==> config.mk <==
export PLATFORM = sky130hd
export DESIGN_NAME = stage_sequencer
export DESIGN_NICKNAME = d
export VERILOG_FILES = /design/src/rtl/stage_sequencer.sv
export SDC_FILE = /design/constraint.sdc
export NUM_CORES = 1
export LEC_CHECK = 0
export ABC_AREA = 0
export ABC_CLOCK_PERIOD_IN_PS = 5450
export BUFFER_PORTS_ARGS = -buffer_cell sky130_fd_sc_hd__buf_2
export CORE_ASPECT_RATIO = 0.6
export CORE_UTILIZATION = 40
export CTS_CLUSTER_DIAMETER = 150
export DETAILED_ROUTE_END_ITERATION = 6
export GPL_ROUTABILITY_DRIVEN = 0
export MAX_ROUTING_LAYER = met4
export PLACE_DENSITY_LB_ADDON = 0.05
export SYNTH_ARGS = -nofsm -noshare
export SYNTH_HDL_FRONTEND = slang
export SYNTH_SLANG_ARGS = --single-unit
==> constraint.sdc <==
create_clock -name clk -period 5.45 [get_ports clk]
set_input_delay 0.2725 -clock clk [delete_from_list [all_inputs] [get_ports clk]]
set_output_delay 0.2725 -clock clk [all_outputs]
set_load 0.01 [all_outputs]
==> src/rtl/stage_sequencer.sv <==
// Multi-cycle stage controller for the non-pipelined CPU core.
// Walks each instruction through RESET/IF/ID/EX/MEM/WB (plus a sticky HALT),
// with per-instruction EX/MEM lengths latched in ID, fetch and memory wait
// states, optional MEM bypass and a retired-instruction counter.
//
// Ports:
//   clk            - clock, all state changes on rising edge
//   reset          - synchronous active-high reset
//   if_ready       - instruction word valid; IF advances only when high
//   ex_len         - EX length for the instruction in ID (0 acts as 1)
//   mem_len        - MEM length for the instruction in ID (0 acts as 1)
//   skip_mem       - instruction in ID bypasses MEM
//   mem_ready      - memory accepted the current MEM cycle
//   halt           - halt request, sampled only in WB
//   pipeline_stage - one-hot stage {HALT,WB,MEM,EX,ID,IF,RESET}
//   cycle_count    - 0-based cycle index within EX/MEM, 0 elsewhere
//   last_cycle     - current cycle is the final one of the current stage
//   halted         - high while in HALT
//   instr_count    - number of completed WB stages (wraps)
module stage_sequencer #(
  parameter int unsigned CNT_W  = 3,
  parameter int unsigned ICNT_W = 16
) (
  input  logic              clk,
  input  logic              reset,
  input  logic              if_ready,
  input  logic [CNT_W-1:0]  ex_len,
  input  logic [CNT_W-1:0]  mem_len,
  input  logic              skip_mem,
  input  logic              mem_ready,
  input  logic              halt,
  output logic [6:0]        pipeline_stage,
  output logic [CNT_W-1:0]  cycle_count,
  output logic              last_cycle,
  output logic              halted,
  output logic [ICNT_W-1:0] instr_count
);

  typedef enum logic [6:0] {
    StReset = 7'b0000001,
    StIf    = 7'b0000010,
    StId    = 7'b0000100,
    StEx    = 7'b0001000,
    StMem   = 7'b0010000,
    StWb    = 7'b0100000,
    StHalt  = 7'b1000000
  } state_e;

  localparam logic [CNT_W-1:0]  LenOne  = CNT_W'(1);
  localparam logic [ICNT_W-1:0] IcntOne = ICNT_W'(1);

  state_e              state_q, state_d;
  logic [CNT_W-1:0]    cnt_q, cnt_d;
  logic [CNT_W-1:0]    ex_len_q, ex_len_d;
  logic [CNT_W-1:0]    mem_len_q, mem_len_d;
  logic                skip_q, skip_d;
  logic [ICNT_W-1:0]   icnt_q, icnt_d;
  logic                ex_last;
  logic                mem_last;

  // Lengths are stored as >=1, so len_q-1 never underflows.
  assign ex_last  = (cnt_q == ex_len_q - LenOne);
  assign mem_last = (cnt_q == mem_len_q - LenOne);

  // State register
  always_ff @(posedge clk) begin
    if (reset) begin
      state_q   <= StReset;
      cnt_q     <= '0;
      ex_len_q  <= LenOne;
      mem_len_q <= LenOne;
      skip_q    <= 1'b0;
      icnt_q    <= '0;
    end else begin
      state_q   <= state_d;
      cnt_q     <= cnt_d;
      ex_len_q  <= ex_len_d;
      mem_len_q <= mem_len_d;
      skip_q    <= skip_d;
      icnt_q    <= icnt_d;
    end
  end

  // Next-state logic
  always_comb begin
    state_d   = state_q;
    cnt_d     = '0;
    ex_len_d  = ex_len_q;
    mem_len_d = mem_len_q;
    skip_d    = skip_q;
    icnt_d    = icnt_q;
    unique case (state_q)
      StReset: state_d = StIf;
      StIf: begin
        if (if_ready) state_d = StId;
      end
      StId: begin
        state_d   = StEx;
        ex_len_d  = (ex_len == '0) ? LenOne : ex_len;
        mem_len_d = (mem_len == '0) ? LenOne : mem_len;
        skip_d    = skip_mem;
      end
      StEx: begin
        if (ex_last) begin
          state_d = skip_q ? StWb : StMem;
        end else begin
          cnt_d = cnt_q + LenOne;
        end
      end
      StMem: begin
        if (!mem_ready) begin
          cnt_d = cnt_q;  // wait state: hold position
        end else if (mem_last) begin
          state_d = StWb;
        end else begin
          cnt_d = cnt_q + LenOne;
        end
      end
      StWb: begin
        icnt_d  = icnt_q + IcntOne;
        state_d = halt ? StHalt : StIf;
      end
      StHalt: state_d = StHalt;
      default: state_d = StReset;  // recover from any non-one-hot encoding
    endcase
  end

  // Outputs
  always_comb begin
    pipeline_stage = state_q;
    cycle_count    = cnt_q;
    instr_count    = icnt_q;
    halted         = (state_q == StHalt);
    last_cycle     = 1'b0;
    unique case (state_q)
      StReset, StId, StWb: last_cycle = 1'b1;
      StIf:                last_cycle = if_ready;
      StEx:                last_cycle = ex_last;
      StMem:               last_cycle = mem_ready && mem_last;
      StHalt:              last_cycle = 1'b0;
      default:             last_cycle = 1'b0;
    endcase
  end

endmodule

* Word level (Yosys, flattened, before mapping)
Cells that the tools add are included.
Word-level totals: word-level logic and storage cells 42, input bits 12, output and inout port bits 28, flip-flop bits (word level) 33
Cells by class: equal/unequal tests 13, reduce and logical (&&, ||, !) cells 5, mux-type cells 14, add/subtract/negate cells 4
Operator list (count):
- one-hot mux 7 bit (7 select lines) | 1
- two-way mux 7 bit | 5
- adder 16 x 1 -> 16 bit, second input constant | 1
- two-way mux 3 bit | 5
- inequality test 2 bit, second input constant | 4
- == test 7 x 1 -> 1 bit, second input constant | 1
- == test 7 x 2 -> 1 bit, second input constant | 1
- == test 7 x 3 -> 1 bit, second input constant | 1
- == test 7 x 4 -> 1 bit, second input constant | 1
- == test 7 x 5 -> 1 bit, second input constant | 1
- == test 7 x 6 -> 1 bit, second input constant | 1
- == test 7 bit, second input constant | 1
- == test 3 bit | 2
- logical NOT 3 bit | 2
- two-way mux 6 bit | 1
- one-hot mux 3 bit (2 select lines) | 1
- subtractor 3 x 1 -> 3 bit, second input constant | 2
- one-hot mux 1 bit (4 select lines) | 1
- AND reduction 4 bit | 1
- adder 3 x 1 -> 3 bit, second input constant | 1
- OR reduction 3 bit | 1
- logical AND 1 bit | 1

* Logic depth before layout (Yosys ltp)
Gate-level depths: netlist of run 1.
depth after elaboration 5, gate-level depth with buffers 6

* Worst setup path after synthesis of run 1
Ideal clock, no wire load.
path type register to output, start point register state_q[1], in the netlist pipeline_stage[1], end point output last_cycle, cell stages (with the launch flop) 6, arrival time 1.839 ns, slack 3.339 ns, cells stage by stage dfxtp_1 or4_4 or4b_1 buf_2 nand2_1 nand4b_1
Between the ends: longest elaborated chain between the ends 3, elaborated cells between the ends (all ways) 8
RTL lines:
- from (decl) | line 52 | state_e state_q, state_d;
- from (signal assigned) | line 68 | state_q <= StReset;
- from (signal assigned) | line 75 | state_q <= state_d;
- == test 7 x 1 -> 1 bit (tied with other cells) | line 135 | unique case (state_q)
- OR reduction 3 bit | line 135
- one-hot mux 1 bit (4 select lines) * | line 135
- to (decl) | line 34 | output logic last_cycle,
Mark *: on every way between the ends. The rest lies on a longest branch, timed or not.

* Worst setup path after layout of run 1
Ends and elaborated chain as after synthesis.

==> out/metrics.cfg, run 1 <==
[global_route]
met3_usage_pct=6.19
grt_max_degree=33
use_met1_pct=30.2
grt_util_met2_pct=25.1
grt_antenna_before_repair=0
top_usage_layer=met1
track_usage_pct=20.3
gr-total-overflow=0
grt_first_pass_wirelength_mm=6.47
grt_pass1_vias=1282

[pwr]
seq_power_share_pct=46.9
combPwrFrac_pct=19.0
p_sw_share_pct=28.8
p_leak_nw=0.815
p_int_mw=0.395
powerDensity_nw_per_um2=282
p_clk_share_pct=34.1
p_switching_mw=0.160
ir_drop_mv=0.155

[sta]
min_period_ps=2720
setup_viol=0
timing.final.ws_setup_ps=2730
slew_headroom_pct=55.8
hold_viol=0
max_freq_ghz=0.368
slew_violations=0
tightestPinTransition_ps=657
rsz0062_at_grt=false
final.setup.tns_ps=0
clock_skew_ps=4.36
period_share_pct=49.8

[layout]
nets=248
syn2layout_area_growth_pct=18.5
final_layout_size_suffix_gt1_share_pct=21.1
fin_util_pct=51.4
n_fill_cell=390
antenna_cells=0

[synthesis]
synth-async-reset-ratio_pct=0
yosysTopAreaCellShare_pct=39.8
ys_top_cells_by_area=dfxtp_1 (40%), xnor2_1 (6.3%), nor2_1 (5.6%)
syn_nets=210
synthesis.area_um2=1660
avgSynthCellArea_um2=8.56
synth_edf_count=0
ys.flop_type=dfxtp_1
ys_ff_latch=33
synth_warnings=0
synth_cell_type_count=37
ys_seq_area_share_pct=39.8
netlist_instances=194
yosys.area.top_type=dfxtp_1

[die]
core_area_um2=3830
dieArea_um2=4420
chipWidth_um=85.2
die_h_um=51.9
start_util_pct=43.4
row_count=17
io_pins=40

[worst_setup_path]
crit_path_end_kind=output pin
critical_path.endpoint=last_cycle
startpoint=pipeline_stage[1]
path_cells=or4_4 -> or4b_1 -> nand2_1 -> nand4b_1 -> buf_2
critical_path_class=flip-flop to output pin
critPathRequiredTime_ps=5180
r2r_slack_ps=3130
crit_path_top_delay_cell=or4b_1
r2r_end=pipeline_stage[0]
cp-start-kind=flip-flop
r2r_start=pipeline_stage[1]
cp_max_fo=15
critPathMaxStageDelay_ps=760
r2r_cells=4
cp.arrival_ps=2440

[clocking]
cts_buffers=5
clk_pin_slew_worst_paths_ps=60
cts_resized=0
cts-root-buf=clkbuf_8
cts_tree=built
hold_buffers=0
htreeDepth=2
postCtsSetupBuffers=0
clock_sinks=33
clk_latency_ps=290
clock_path_buffers=2

[place]
dp_hpwl_mm=3.05
post-place-ws_ps=3070
port-buffer-count=39

[drt]
viasPerCell=5.34
avgRoutedWirePerCell_um=14.5
drc=0
drt-total-wl_mm=4.06
vias=1491
ant_nets=0
drt-pass1-iter-count=4
drt-initial-drc-count=111

[worst_hold_path]
hold_path_class=input pin to flip-flop

[run]
maxCapViolCount=0

[outcome]
status=finished, final reports clean

[registers in the layout, summed over array words and instances, names as in the netlist]
register        cells
ex_len_q            3
cycle_count         3
skip_q              1
pipeline_stage      7
instr_count        16
mem_len_q           3
[critical path, delay by kind of cell (launching register included)]
| kind | cells | cell delay, ps |
|---|---|---|
| and+or+nand+nor | 4 | 1660 |
| DFF | 1 | 350 |
| buffers and inverters | 1 | 140 |
[power by group through the flow]
stage,sequential [mW],clock [mW],combinational [mW]
after global routing,0.262,0.206,0.118
after detailed placement,0.266,0,0.105
after global placement,0.265,0,0.105
after CTS,0.260,0.194,0.106
final,0.260,0.189,0.105
after floorplan,0.267,0,0.0730
[worst min path at each step]
stage,depth (start not counted),from,endpoint
6_report,3,skip_mem,skip_q
5_1_grt,3,skip_mem,skip_q
4_1_cts,3,skip_mem,skip_q
3_5_place_dp,2,instr_count[11],instr_count[11]
3_3_place_gp,2,instr_count[15],instr_count[15]
2_1_floorplan,2,if_ready,pipeline_stage[2]
[synth_stat cells (all sizes together), types with 3 or more instances]
| library cell | instances |
|---|---|
| nor4 | 6 |
| nor3 | 8 |
| a21oi | 12 |
| a211oi | 3 |
| or4 | 3 |
| xor2 | 6 |
| nand2b | 3 |
| xnor2 | 12 |
| ha | 4 |
| nor2 | 25 |
| or4b | 3 |
| dfxtp | 33 |
| a211o | 4 |
| nand2 | 8 |
| nand3 | 7 |
| nand4 | 3 |
| clkbuf | 7 |
| mux2i | 6 |
| nand4b | 3 |
| or3 | 7 |
| o21ai | 9 |
| inv | 10 |
[cells by family after synthesis]
| group | Yosys count | share of synthesized area [%] |
|---|---|---|
| adder cells (fa/ha/maj) | 4 | 3.01 |
| AND/OR/NAND/NOR | 82 | 26.9 |
| AO/OA/AOI/OAI | 32 | 11.6 |
| XOR/XNOR | 19 | 10.9 |
| flip-flops | 33 | 39.8 |
| buffers and inverters | 18 | 4.22 |
| multiplexers | 6 | 3.61 |
[per-stage QoR]
stage / hold slack [ps] / total power [mW] / std cells / instance area, µm²
after floorplan: 409 / 0.340 / 194 / 1660
after global placement: 462 / 0.369 / 272 / 1880
after detailed placement: 487 / 0.371 / 272 / 1880
after CTS: 219 / 0.560 / 279 / 1970
after global routing: 249 / 0.586 / 279 / 1970
final: 223 / 0.555 / 279 / 1970
[routing by layer]
layer	up-vias	wire, µm
li1	767	-
met1	680	2260
met5	-	0
met3	4	268
met2	40	1500
met4	0	25
[layout by cell type, fill, tap and decap left out, types with 2 or more instances in the layout]
master,n
buf_2,39
dfxtp_1,33
nor2_1,25
xnor2_1,12
a21oi_1,12
inv_1,10
o21ai_0,9
nand2_1,8
nor3_1,8
or3_1,7
nand3_1,7
nor4_1,6
xor2_1,6
mux2i_1,6
clkbuf_8,6
a211o_1,4
ha_1,4
nand2b_1,3
nand4b_1,3
a211oi_1,3
nand4_1,3
or4b_2,2
or4_1,2
[final cells by class]
cell class                      count  area (µm²)  share of cell area (%)
Timing Repair Buffer               39         195                    9.91
Multi-Input combinational cell    143         931                    47.3
Clock buffer                        7        86.3                    4.38
Sequential cell                    33         661                    33.5
Inverter                           10        37.5                    1.91
Tap cell                           47        58.8                    2.99
(Power assumes the default switching activity.)
==> run 2, diff against run 1 <==
--- a/config.mk
+++ b/config.mk
@@ -5,8 +5,8 @@
 export SDC_FILE = /design/constraint.sdc
 export NUM_CORES = 1
 export LEC_CHECK = 0
-export ABC_AREA = 0
-export ABC_CLOCK_PERIOD_IN_PS = 5450
+export ABC_AREA = 1
+export ABC_CLOCK_PERIOD_IN_PS = 2500
 export BUFFER_PORTS_ARGS = -buffer_cell sky130_fd_sc_hd__buf_2
 export CORE_ASPECT_RATIO = 0.6
 export CORE_UTILIZATION = 40
==> constraint.sdc (replaced) <==
create_clock -name clk -period 2.5 [get_ports clk]
set_input_delay 0.125 -clock clk [delete_from_list [all_inputs] [get_ports clk]]
set_output_delay 0.125 -clock clk [all_outputs]
set_load 0.01 [all_outputs]
==> out/metrics.cfg, run 2 <==
[synthesis]
ys_seq_area_share_pct=36.5  ; -3.2 points
ys_ff_latch=33  ; unchanged
synthAdderAreaFrac_pct=2.77  ; -0.25 points
synth_compound_area_share_pct=11.6  ; +0.022 points
synthSimpleGateAreaFrac_pct=34.5  ; +7.6 points
synth_xor_area_share_pct=4.36  ; -6.6 points
synth_mux_area_share_pct=0.553  ; -3.1 points
synthesis.area_um2=1810  ; +8.9%
synth_edf_count=0  ; unchanged
synth_cell_type_count=33  ; -11%
yosys.area.top_type=dfxtp_1
avgSynthCellArea_um2=7.04  ; -18%
yosysMostFrequentCell=nand2_1
ys_top_cells_by_area=dfxtp_1 (37%), nand2_1 (11%), inv_1 (7.7%)
syn_nets=273  ; +30%
synth-async-reset-ratio_pct=0  ; unchanged
synth_warnings=0  ; unchanged
synthTopCellsByCount=nand2_1 (52), inv_1 (37), dfxtp_1 (33), nor2_1 (27), a21oi_1 (18)
synth_top_family_by_area=simple AND/OR/NAND/NOR gates
yosysTopAreaCellShare_pct=36.5  ; -3.2 points
netlist_instances=257  ; +32%
ys.flop_type=dfxtp_1

[layout]
syn2layout_area_growth_pct=18.4
largest_reg_flops=16  ; unchanged
seq_area_um2=661  ; unchanged
mostFrequentLayoutCells=nand2_1 (52), buf_2 (39), inv_1 (37)
n_fill_cell=446  ; +14%
antenna_cells=0  ; unchanged
final_common_cell=nand2_1
nets=315  ; +27%
multi_input_area_um2=973  ; +4.6%
final_area_um2=2140  ; +8.8%
final_layout_size_suffix_gt1_share_pct=22.1  ; +0.95 points

[worst_setup_path]
r2r_slack_ps=790  ; -2340 ps
crit_path_end_kind=output pin
crit_top_cell=nand3_1
critical_path_class=flip-flop to output pin
cp.arrival_ps=1900  ; -540 ps
r2r_end=instr_count[3]
critPathRequiredTime_ps=2380  ; -2800 ps
r2r_cells=7  ; +3
path_cells=nor2_1 -> nand2_2 -> nor2_4 -> inv_1 -> nand3_1 -> a21oi_1 -> nand3_1 -> buf_2
r2r_start=pipeline_stage[2]
crit_path_top_delay_cell=dfxtp_1
critPathMaxStageDelay_ps=330  ; -430 ps
cp-start-kind=flip-flop
cp_max_fo=13  ; -2

[global_route]
grt_max_degree=20  ; -39%
grt_pass1_vias=1435  ; +12%
grt_antenna_before_repair=0  ; unchanged
track_usage_pct=20.9  ; +0.55 points
gr-total-overflow=0  ; unchanged
grt_first_pass_wirelength_mm=7.02  ; +8.4%

[sta]
slew_headroom_pct=64.0  ; +8.2 points
tightestPinTransition_ps=537  ; -121 ps
rsz0062_at_grt=false
slew_violations=0  ; unchanged
period_share_pct=80.9
clock_skew_ps=6.20  ; +1.83 ps
min_period_ps=2020
max_freq_ghz=0.495
setup_viol=0  ; unchanged
final.setup.tns_ps=0  ; unchanged
hold_viol=0  ; unchanged

[clocking]
clock_path_buffers=2  ; unchanged
clk_latency_ps=280  ; about the same
postCtsSetupBuffers=0  ; unchanged
clock_sinks=33  ; unchanged
cts_resized=0  ; unchanged
cts_tree=built
cts_buffers=5  ; unchanged
cts-root-buf=clkbuf_8
htreeDepth=2  ; unchanged
clk_pin_slew_worst_paths_ps=70  ; about the same
hold_buffers=0  ; unchanged

[run]
maxCapViolCount=0  ; unchanged

[drt]
drt-initial-drc-count=74  ; -33%
drt-pass1-iter-count=5  ; +1
drc=0  ; unchanged
drt-total-wl_mm=4.36  ; +7.5%
viasPerCell=4.76  ; -11%
ant_nets=0  ; unchanged
vias=1708  ; +15%
avgRoutedWirePerCell_um=12.1  ; -16%

[die]
chipWidth_um=88.8  ; +4.2%
io_pins=40  ; unchanged
die_h_um=54.1  ; +4.2%
row_count=18  ; +1
core_area_um2=4210  ; +10%
start_util_pct=43.0  ; -0.44 points
dieArea_um2=4800  ; +8.6%

[pwr]
powerDensity_nw_per_um2=524  ; +86%
p_int_mw=0.815  ; +110%
ir_drop_mv=0.258  ; +66%
combPwrFrac_pct=13.7  ; -5.3 points
p_switching_mw=0.308  ; +93%
seq_power_share_pct=49.3  ; +2.4 points
p_leak_nw=0.973  ; +19%
p_clk_share_pct=37.0  ; +2.9 points
p_sw_share_pct=27.5  ; -1.4 points

[worst_hold_path]
hold_start=skip_mem
hold_path_class=input pin to flip-flop
hold_end=skip_q
hold_path_depth=3  ; unchanged

[place]
port-buffer-count=39  ; unchanged
dpl_cell_area_um2=2060  ; +9.2%
dp_hpwl_mm=3.34  ; +9.4%

[outcome]
status=finished, final reports clean

==> run 2: worst max-delay path by stage <==
stage	cells past startpoint	startpoint	to	slack (ps)
after detailed placement	8	pipeline_stage[4]	last_cycle	830
after CTS	8	pipeline_stage[4]	last_cycle	500
after global routing	8	pipeline_stage[4]	last_cycle	300
final	8	pipeline_stage[2]	last_cycle	480
after floorplan	8	instr_count[0]	instr_count[10]	1060
after global placement	8	pipeline_stage[2]	last_cycle	840
==> run 2: kinds of logic after synthesis <==
group                      count (synthesis)
and+or+nand+nor                          127
buffers and inverters                     44
AOI/OAI and AO/OA                         39
DFF                                       33
xor gates and xnor gates                   9
adders and majority gates                  4
muxes                                      1
==> run 2: cell type report <==
class                      count  area share (%)
clock buffer                   7            4.03
inverter                      40            7.07
multi-input combinational    180            45.4
sequential                    33            30.8
tap                           60            3.50
timing repair buffer          39            9.11
==> run 2: power groups by stage <==
stage | Clock (mW) | Combinational [mW] | Sequential (mW)
2_1_floorplan | 0 | 0.100 | 0.570
3_3_place_gp | 0 | 0.154 | 0.567
3_5_place_dp | 0 | 0.153 | 0.566
4_1_cts | 0.423 | 0.155 | 0.554
5_1_grt | 0.450 | 0.173 | 0.557
6_report | 0.416 | 0.154 | 0.554
==> run 2: layer usage <==
layer  wire length (µm)  track usage, %  vias to the layer above  part of all wire, %
met3                269            5.06                        5                  6.2
met1               2590            32.0                      745                   59
met5                  0               -                        -                    0
li1                   -               -                      911                    -
met2               1480            26.3                       47                   34
met4                 26            4.84                        0                 0.60
==> run 2: critical path: cells and delay by family, from the launching register on <==
family | cells | cell delay [ps]
DFF | 1 | 330
buffers and inverters | 2 | 350
and+or+nand+nor | 5 | 870
AOI/OAI and AO/OA | 1 | 60
==> run 2: stage by stage <==
stage / instances / hold WS [ps] / worst slack [ps] / utilization (%) / power, mW
6_report: 359 / 106 / 478 / 50.9 / 1.12
2_1_floorplan: 257 / 280 / 1060 / - / 0.670
5_1_grt: 359 / 130 / 303 / 50.9 / 1.18
3_3_place_gp: 352 / 391 / 841 / 48.8 / 0.721
3_5_place_dp: 352 / 397 / 825 / 48.8 / 0.720
4_1_cts: 359 / 104 / 496 / 50.9 / 1.13
